--- src/rtl/cpu_controller_pkg.sv ---
// cpu_controller_pkg: shared opcodes, phase encodings and ALU-op test for the accumulator CPU
//   OPCODE_*  : 3-bit ISA opcodes, matching the alu block
//   phase_t   : 8-phase instruction cycle encoding
//   is_aluop  : 1 for opcodes that read memory and load the accumulator
package cpu_controller_pkg;

    localparam logic [2:0] OPCODE_HLT = 3'd0;
    localparam logic [2:0] OPCODE_SKZ = 3'd1;
    localparam logic [2:0] OPCODE_ADD = 3'd2;
    localparam logic [2:0] OPCODE_AND = 3'd3;
    localparam logic [2:0] OPCODE_XOR = 3'd4;
    localparam logic [2:0] OPCODE_LDA = 3'd5;
    localparam logic [2:0] OPCODE_STO = 3'd6;
    localparam logic [2:0] OPCODE_JMP = 3'd7;

    typedef enum logic [2:0] {
        PH_INST_ADDR  = 3'd0,
        PH_INST_FETCH = 3'd1,
        PH_INST_LOAD  = 3'd2,
        PH_IDLE       = 3'd3,
        PH_OP_ADDR    = 3'd4,
        PH_OP_FETCH   = 3'd5,
        PH_ALU_OP     = 3'd6,
        PH_STORE      = 3'd7
    } phase_t;

    function automatic logic is_aluop(input logic [2:0] op);
        return op == OPCODE_ADD || op == OPCODE_AND || op == OPCODE_XOR || op == OPCODE_LDA;
    endfunction

endpackage

--- src/rtl/cpu_controller_decode.sv ---
// ctrl_decode: combinational strobe decode from phase, opcode, zero and halted flag
//   in : phase, opcode, zero, halted
//   out: sel, rd, ld_ir, inc_pc, ld_pc, ld_ac, wr, data_e, halt
module ctrl_decode
    import cpu_controller_pkg::*;
(
    input  phase_t     phase,
    input  logic [2:0] opcode,
    input  logic       zero,
    input  logic       halted,
    output logic       sel,
    output logic       rd,
    output logic       ld_ir,
    output logic       inc_pc,
    output logic       ld_pc,
    output logic       ld_ac,
    output logic       wr,
    output logic       data_e,
    output logic       halt
);
    logic aluop;
    assign aluop = is_aluop(opcode);

    always_comb begin
        sel    = 1'b0;
        rd     = 1'b0;
        ld_ir  = 1'b0;
        inc_pc = 1'b0;
        ld_pc  = 1'b0;
        ld_ac  = 1'b0;
        wr     = 1'b0;
        data_e = 1'b0;
        // once halted every strobe except halt stays low
        if (!halted) begin
            case (phase)
                PH_INST_ADDR:  sel = 1'b1;
                PH_INST_FETCH: begin sel = 1'b1; rd = 1'b1; end
                PH_INST_LOAD,
                PH_IDLE:       begin sel = 1'b1; rd = 1'b1; ld_ir = 1'b1; end
                PH_OP_ADDR:    inc_pc = 1'b1;
                PH_OP_FETCH:   rd = aluop;
                PH_ALU_OP: begin
                    rd     = aluop;
                    inc_pc = opcode == OPCODE_SKZ && zero;
                    ld_pc  = opcode == OPCODE_JMP;
                    data_e = opcode == OPCODE_STO;
                end
                PH_STORE: begin
                    rd     = aluop;
                    ld_ac  = aluop;
                    inc_pc = opcode == OPCODE_JMP;
                    ld_pc  = opcode == OPCODE_JMP;
                    wr     = opcode == OPCODE_STO;
                    data_e = opcode == OPCODE_STO;
                end
                default: ;
            endcase
        end
        // halt rises combinationally in the HLT OP_ADDR cycle, before the flag registers
        halt = halted || (phase == PH_OP_ADDR && opcode == OPCODE_HLT);
    end
endmodule

--- src/rtl/cpu_controller.sv ---
// cpu_controller: 8-phase instruction sequencer for the 8-bit accumulator CPU
//   in : clk, rst (async, active-high), opcode[2:0], zero
//   out: sel, rd, ld_ir, inc_pc, ld_pc, ld_ac, wr, data_e, halt
module cpu_controller
    import cpu_controller_pkg::*;
(
    input  logic       clk,
    input  logic       rst,
    input  logic [2:0] opcode,
    input  logic       zero,
    output logic       sel,
    output logic       rd,
    output logic       ld_ir,
    output logic       inc_pc,
    output logic       ld_pc,
    output logic       ld_ac,
    output logic       wr,
    output logic       data_e,
    output logic       halt
);
    phase_t phase, phase_nxt;
    logic   halted, halted_nxt;

    always_ff @(posedge clk or posedge rst) begin
        if (rst) begin
            phase  <= PH_INST_ADDR;
            halted <= 1'b0;
        end else begin
            phase  <= phase_nxt;
            halted <= halted_nxt;
        end
    end

    // the phase freezes at OP_ADDR from the same edge that sets the halted flag
    always_comb begin
        halted_nxt = halted || (phase == PH_OP_ADDR && opcode == OPCODE_HLT);
        phase_nxt  = halted_nxt ? phase : phase_t'(phase + 3'd1);
    end

    ctrl_decode u_decode (
        .phase  (phase),
        .opcode (opcode),
        .zero   (zero),
        .halted (halted),
        .sel    (sel),
        .rd     (rd),
        .ld_ir  (ld_ir),
        .inc_pc (inc_pc),
        .ld_pc  (ld_pc),
        .ld_ac  (ld_ac),
        .wr     (wr),
        .data_e (data_e),
        .halt   (halt)
    );
endmodule

--- config.mk ---
export PLATFORM = sky130hd
export DESIGN_NAME = cpu_controller
export DESIGN_NICKNAME = d
export VERILOG_FILES = /design/src/rtl/cpu_controller_pkg.sv /design/src/rtl/cpu_controller_decode.sv /design/src/rtl/cpu_controller.sv
export SDC_FILE = /design/constraint.sdc
export NUM_CORES = 1
export LEC_CHECK = 0
export CORE_AREA = 2 2 39 41
export CTS_BUF_LIST = sky130_fd_sc_hd__clkbuf_16
export CTS_CLUSTER_SIZE = 20
export DETAILED_ROUTE_END_ITERATION = 8
export DIE_AREA = 0 0 41 43
export SLEW_MARGIN = 20
export SYNTH_ARGS = -nofsm -noshare
export SYNTH_HDL_FRONTEND = slang
export SYNTH_SLANG_ARGS = --single-unit
--- constraint.sdc ---
create_clock -name clk -period 4.01 [get_ports clk]
set_input_delay 0.802 -clock clk [delete_from_list [all_inputs] [get_ports clk]]
set_output_delay 0.802 -clock clk [all_outputs]
set_load 0.05 [all_outputs]
==> impl_metrics.py, run 1 <==
metrics = {
    "yosys": {
        "syn_inst": 40,
        "yosys-top-cells-area": "dfrtp_1 (27%), ha_1 (20%), inv_1 (5.1%), nor4b_1 (4.8%), mux2_4 (4.1%)",
        "yosysTopAreaCell": "dfrtp_1",
        "synth_commonest_cells": "ha_1 (6), inv_1 (5), dfrtp_1 (4), nand2_1 (4)",
        "synthesis.nets": 52,
        "ys_seq_elements": 4,
        "synthArstFlopShare_pct": 100.0,
        "synth_most_common_cell": "ha_1",
        "syn_area_um2": 366.6,
        "synth-main-ff-cell": "dfrtp_1",
        "ys_types": 21,
        "netlist.area_leader.share_pct": 27.30,
        "syn-mean-instance-area_um2": 9.165,
        "synth_seq_area_share_pct": 27.30,
        "synth_edf_count": 0,
        "yosys_warnings": 0,
    },
    "placed_design": {
        "portBuffers": 14,
        "hpwl_um": 583.1,
        "place.gp.congestion": 0.6847,
        "placedInstanceArea_um2": 523.0,
    },
    "clock_tree": {
        "path_clk_slew_ps": 30,
        "cts_hold_buffers": 0,
        "numCtsBuffers": 3,
        "clk_latency_ps": 220,
        "cts_tree": "done",
        "htreeDepth": 1,
        "post_cts_buffers": 0,
        "cts.path.max_buffers": 2,
        "cts_root_buffer": "clkbuf_16",
        "ctsResizeCount": 0,
        "cts.sinks": 4,
    },
    "pwr": {
        "ir_drop_mv": 0.4865,
        "p_per_area_nw_per_um2": 904.1,
        "p_leak_nw": 0.2533,
        "finalPower_uw": 540.7,
    },
    "critical_path": {
        "cp.required_ps": 3210,
        "path_cells": "clkdlybuf4s50_1, and4bb_2, a31oi_1, o41ai_1, clkdlybuf4s50_1",
        "r2r_slack_ps": 2440,
        "path_max_fanout": 5,
        "crit_slowest_cell": "clkdlybuf4s50_1",
        "crit_path_end_kind": "primary output",
        "crit_top_cell": "clkdlybuf4s50_1",
        "crit_start": "opcode[1]",
        "crit_type": "in2out",
        "startpoint_type": "input port",
        "rr_startpoint": "phase[1]",
        "cpPeakStageDelay_ps": 860,
        "arrival_ps": 2870,
    },
    "sta": {
        "worst_slew_pin_slew_ps": 496.5,
        "hold_violations": 0,
        "finalSetupViolations": 0,
        "max_freq_mhz": 272.0,
        "whs_ps": 642.8,
        "clock_skew_ps": 0.2405,
        "period_share_pct": 91.69,
        "period_needed_ps": 3677,
        "final.setup.tns_ps": 0,
        "maxSlewViolCount": 0,
        "rsz0062_at_grt": "no",
        "slew_headroom_pct": 66.79,
    },
    "hold_path": {
        "min_path_type": "reg2reg",
        "hold_start": "phase[0]",
    },
    "die": {
        "die_h_um": 43,
        "rows": 14,
        "fp.dieW_um": 41,
        "die_area_um2": 1763,
        "start_util_pct": 26.49,
        "coreArea_um2": 1384,
        "io_pins": 15,
    },
    "drt": {
        "avgRoutedWirePerCell_um": 11.04,
        "vias_per_cell": 4.583,
        "firstDrtPassIters": 3,
        "vias": 330,
        "drt-initial-drc-count": 2,
        "ant_nets": 0,
        "drt-total-wl_um": 795,
        "drc": 0,
    },
    "layout": {
        "finalInstanceArea_um2": 598.1,
        "fill_cells": 148,
        "synthToLayoutAreaGrowth_pct": 63.14,
        "fin_util_pct": 43.22,
        "n_antenna_cell": 0,
        "drive_above_1_share_pct": 12.50,
        "fin_nets": 70,
    },
    "global_route": {
        "grt.overflow.total": 0,
        "grt_pass1_vias": 339,
        "grt_start_max_net_pins": 13,
        "antenna_found_initial": 0,
        "track_usage_pct": 11.50,
        "grt_pass1_wl_um": 1359,
    },
    "flow_run": {
        "maxCapViolCount": 0,
    },
    "status": {
        "outcome": "completed",
    },
}
==> worst paths after layout <==
| kind | endpoint | depth (start not counted) |
|---|---|---|
| min | phase[0] | 2 |
| max in group asynchronous | phase[1] | 2 |
| max reg2reg | phase[1] | 5 |
| min in group asynchronous | halted | 2 |
| max | inc_pc | 5 |
| min reg2reg | phase[0] | 2 |
==> final cells by class <==
type	instances	area, um2	area share, %
flip-flops and latches	4	100.1	16.74
repair buffers	14	140.1	23.43
well taps	16	20.02	3.347
inverters	5	18.77	3.138
clock buffers	3	75.07	12.55
multi-input cells	30	244.0	40.79
==> through the flow <==
stage / setup WS, ps / std cells
floorplan: 442.9 / 40
global placement: 395.2 / 69
detailed placement: 340.5 / 69
CTS: 338.3 / 72
global route: 245.7 / 72
finish: 333.4 / 72
==> routing by layer <==
layer | vias up | track usage, % | wire [um]
li1 | 173 | - | -
met2 | 15 | 17.19 | 331
met4 | 0 | 10.00 | 21
met1 | 140 | 13.40 | 369
met5 | - | 0 | 0
met3 | 2 | 1.571 | 72
==> kinds of logic (layout without fill, tap and decap cells) <==
logic type	Yosys count	count (layout)	share of synthesized area, %
compound gates	8	8	13.66
xor+xnor	2	2	4.779
fa+ha+maj	6	6	20.48
buf+inv	6	22	6.143
flops	4	4	27.30
mux	1	1	4.094
simple gates	13	13	23.55
==> critical path: cells and delay by family <==
kind            cells  cell delay, ps
buf+inv             2            1360
compound gates      2             370
simple gates        1             330
==> report_power, final <==
part / switching [mW] / total, mW / internal (mW)
combinational: 0.172 / 0.284 / 0.113
sequential: 0.0402 / 0.103 / 0.0629
clock: 0.0261 / 0.153 / 0.127
total: 0.238 / 0.541 / 0.303
==> flip-flops by register name, summed over array words and instances, names as in the netlist <==
signal,cells
halted,1
phase,3
==> cells in the final DEF (no fill, tap or decap), types with 2 or more instances in the layout <==
master           count
nor2_1               2
clkbuf_16            3
inv_1                5
o21ai_0              2
nor4b_1              2
ha_1                 6
nand2_1              4
a21oi_1              2
clkdlybuf4s50_1     14
dfrtp_1              4
(Power assumes the default switching activity.)
==> inputs of run 2 (changes only) <==
Settings changed: CELL_PAD_IN_SITES_DETAIL_PLACEMENT from default to 1, CELL_PAD_IN_SITES_GLOBAL_PLACEMENT from default to 2, CORE_AREA 2 2 39 41 to default, CORE_UTILIZATION from default to 24, DIE_AREA 0 0 41 43 to default, PLACE_DENSITY_LB_ADDON from default to 0.1, SLEW_MARGIN 20 to 15.
==> run 2 against run 1 <==
Setup slack better by 28 ps. Power up 2.0%. Clock-buffer cell count unchanged. Critical path depth unchanged. Clock skew up 1.1 ps. Wire length up 26%. First-iteration DRC count rose to 5.0 times the previous value. Sequential cell count unchanged. Non-clock buffer count unchanged. Maximum frequency up 0.76%. Worst hold slack better by 9.9 ps. Clock power about the same.
==> impl_metrics.py, run 2 (synthesized netlist as in run 1, its figures left out) <==
metrics = {
    "clock_tree": {
        "cts_root_buffer": "clkbuf_16",
        "cts.sinks": 4,
        "numCtsBuffers": 3,
        "cts.path.max_buffers": 2,
        "htreeDepth": 1,
        "cts_hold_buffers": 0,
        "ctsResizeCount": 0,
        "cts_tree": "done",
        "clk_latency_ps": 220,
        "post_cts_buffers": 0,
        "path_clk_slew_ps": 30,
    },
    "pwr": {
        "power.net_switching_uw": 248.2,
        "p_comb_share_pct": 52.4,
        "finalPower_uw": 551.6,
        "swShare_pct": 44.99,
        "p_leak_nw": 0.2533,
        "seqPwrFrac_pct": 19.6,
        "intPower_uw": 303.5,
        "p_per_area_nw_per_um2": 924.3,
        "ir_drop_mv": 0.4422,
        "pwr-share-clk_pct": 27.9,
    },
    "global_route": {
        "global_route.peak_usage_layer": "met2",
        "antenna_found_initial": 0,
        "met1_usage_pct": 16.29,
        "gr-usage-met2_pct": 25.00,
        "track_usage_pct": 14.25,
        "grt_start_max_net_pins": 13,
        "grt_pass1_vias": 349,
        "grt_pass1_wl_um": 1511,
        "grt_use_met3_pct": 5.435,
        "grt.overflow.total": 0,
    },
    "sta": {
        "period_needed_ps": 3649,
        "finalSetupViolations": 0,
        "final.setup.tns_ps": 0,
        "maxSlewViolCount": 0,
        "setup_ws_ps": 361.2,
        "slew_headroom_pct": 66.77,
        "worst_slew_pin_slew_ps": 496.8,
        "hold_violations": 0,
        "clock_skew_ps": 1.313,
        "rsz0062_at_grt": "no",
        "period_share_pct": 90.99,
        "max_freq_mhz": 274.1,
    },
    "drt": {
        "ant_nets": 0,
        "firstDrtPassIters": 3,
        "drc": 0,
        "vias_per_cell": 4.944,
        "vias": 351,
        "drt-total-wl_um": 1004,
        "avgRoutedWirePerCell_um": 14.14,
        "drt-initial-drc-count": 10,
    },
    "critical_path": {
        "cp.required_ps": 3210,
        "cpPeakStageDelay_ps": 860,
        "path_cells": "clkdlybuf4s50_1, and4bb_2, a31oi_1, o41ai_1, clkdlybuf4s50_1",
        "crit_path_end_kind": "primary output",
        "startpoint_type": "input port",
        "crit_type": "in2out",
        "path_max_fanout": 5,
        "crit_top_cell": "clkdlybuf4s50_1",
        "arrival_ps": 2850,
        "ff2ff_path_depth": 5,
        "crit_slowest_cell": "clkdlybuf4s50_1",
    },
    "placed_design": {
        "place.gp.congestion": 0.6847,
        "pre_cts_ws_ps": 360.7,
        "placedInstanceArea_um2": 521.8,
        "hpwl_um": 801.2,
        "portBuffers": 14,
    },
    "die": {
        "coreArea_um2": 1366,
        "fp.dieW_um": 41.09,
        "io_pins": 15,
        "die_h_um": 41.09,
        "die_area_um2": 1688,
        "rows": 13,
        "start_util_pct": 26.83,
    },
    "layout": {
        "mostFrequentLayoutCells": "clkdlybuf4s50_1 (14), ha_1 (6), inv_1 (5)",
        "largest_reg_flops": 3,
        "layout_commonest_cell": "clkdlybuf4s50_1",
        "synthToLayoutAreaGrowth_pct": 62.80,
        "finalInstanceArea_um2": 596.8,
        "fin_nets": 70,
        "reg.largest.list": "phase (3), halted (1)",
        "drive_above_1_share_pct": 12.50,
        "top_register": "phase",
        "n_antenna_cell": 0,
    },
    "status": {
        "outcome": "completed",
    },
    "hold_path": {
        "whs_path_depth": 1,
        "min_path_type": "reg2reg",
    },
    "flow_run": {
        "maxCapViolCount": 0,
    },
}
==> run 2: cell counts in the layout (fill, tap and decap cells not counted) <==
Identical to the previous run, type by type.
==> run 2: final timing paths <==
path | from | to | slack [ps]
worst max-delay path | opcode[1] | inc_pc | 360
worst min-delay path | phase[1] | phase[1] | 650
worst max register to register | phase[1] | phase[1] | 2350
worst min register to register | phase[1] | phase[1] | 650
max in group asynchronous | rst | phase[2] | 3080
min in group asynchronous | rst | phase[1] | 780
==> run 2: layout make-up <==
class | count | area [um2]
clock buffers | 3 | 75.07
fillers | 166 | 769.5
inverters | 5 | 18.77
multi-input cells | 30 | 244.0
flip-flops and latches | 4 | 100.1
well taps | 15 | 18.77
repair buffers | 14 | 140.1
==> run 2: power groups by stage <==
stage | Clock, mW | Sequential [mW] | Combinational [mW]
2_1_floorplan | 0 | 0.0856 | 0.217
3_3_place_gp | 0 | 0.106 | 0.286
3_5_place_dp | 0 | 0.109 | 0.292
4_1_cts | 0.157 | 0.107 | 0.294
5_1_grt | 0.161 | 0.111 | 0.317
6_report | 0.154 | 0.108 | 0.289
==> run 2: per-stage QoR <==
stage / instances / hold slack (ps) / utilization, %
global placement: 68 / 619.2 / 38.19
floorplan: 40 / 558.8 / -
detailed placement: 68 / 642.8 / 38.19
global route: 71 / 666.8 / 43.68
CTS: 71 / 650.6 / 43.68
finish: 71 / 652.7 / 43.68
==> run 2: critical path: cells and delay by family <==
kind            cells  cell delay [ps]
compound gates      2              360
simple gates        1              330
buf+inv             2             1360
==> run 2: per-layer routing <==
| layer | part of all wire, % | routed length, um |
|---|---|---|
| met1 | 47 | 472 |
| met3 | 3.6 | 36 |
| met4 | 0 | 0 |
| met2 | 49 | 495 |
| met5 | 0 | 0 |
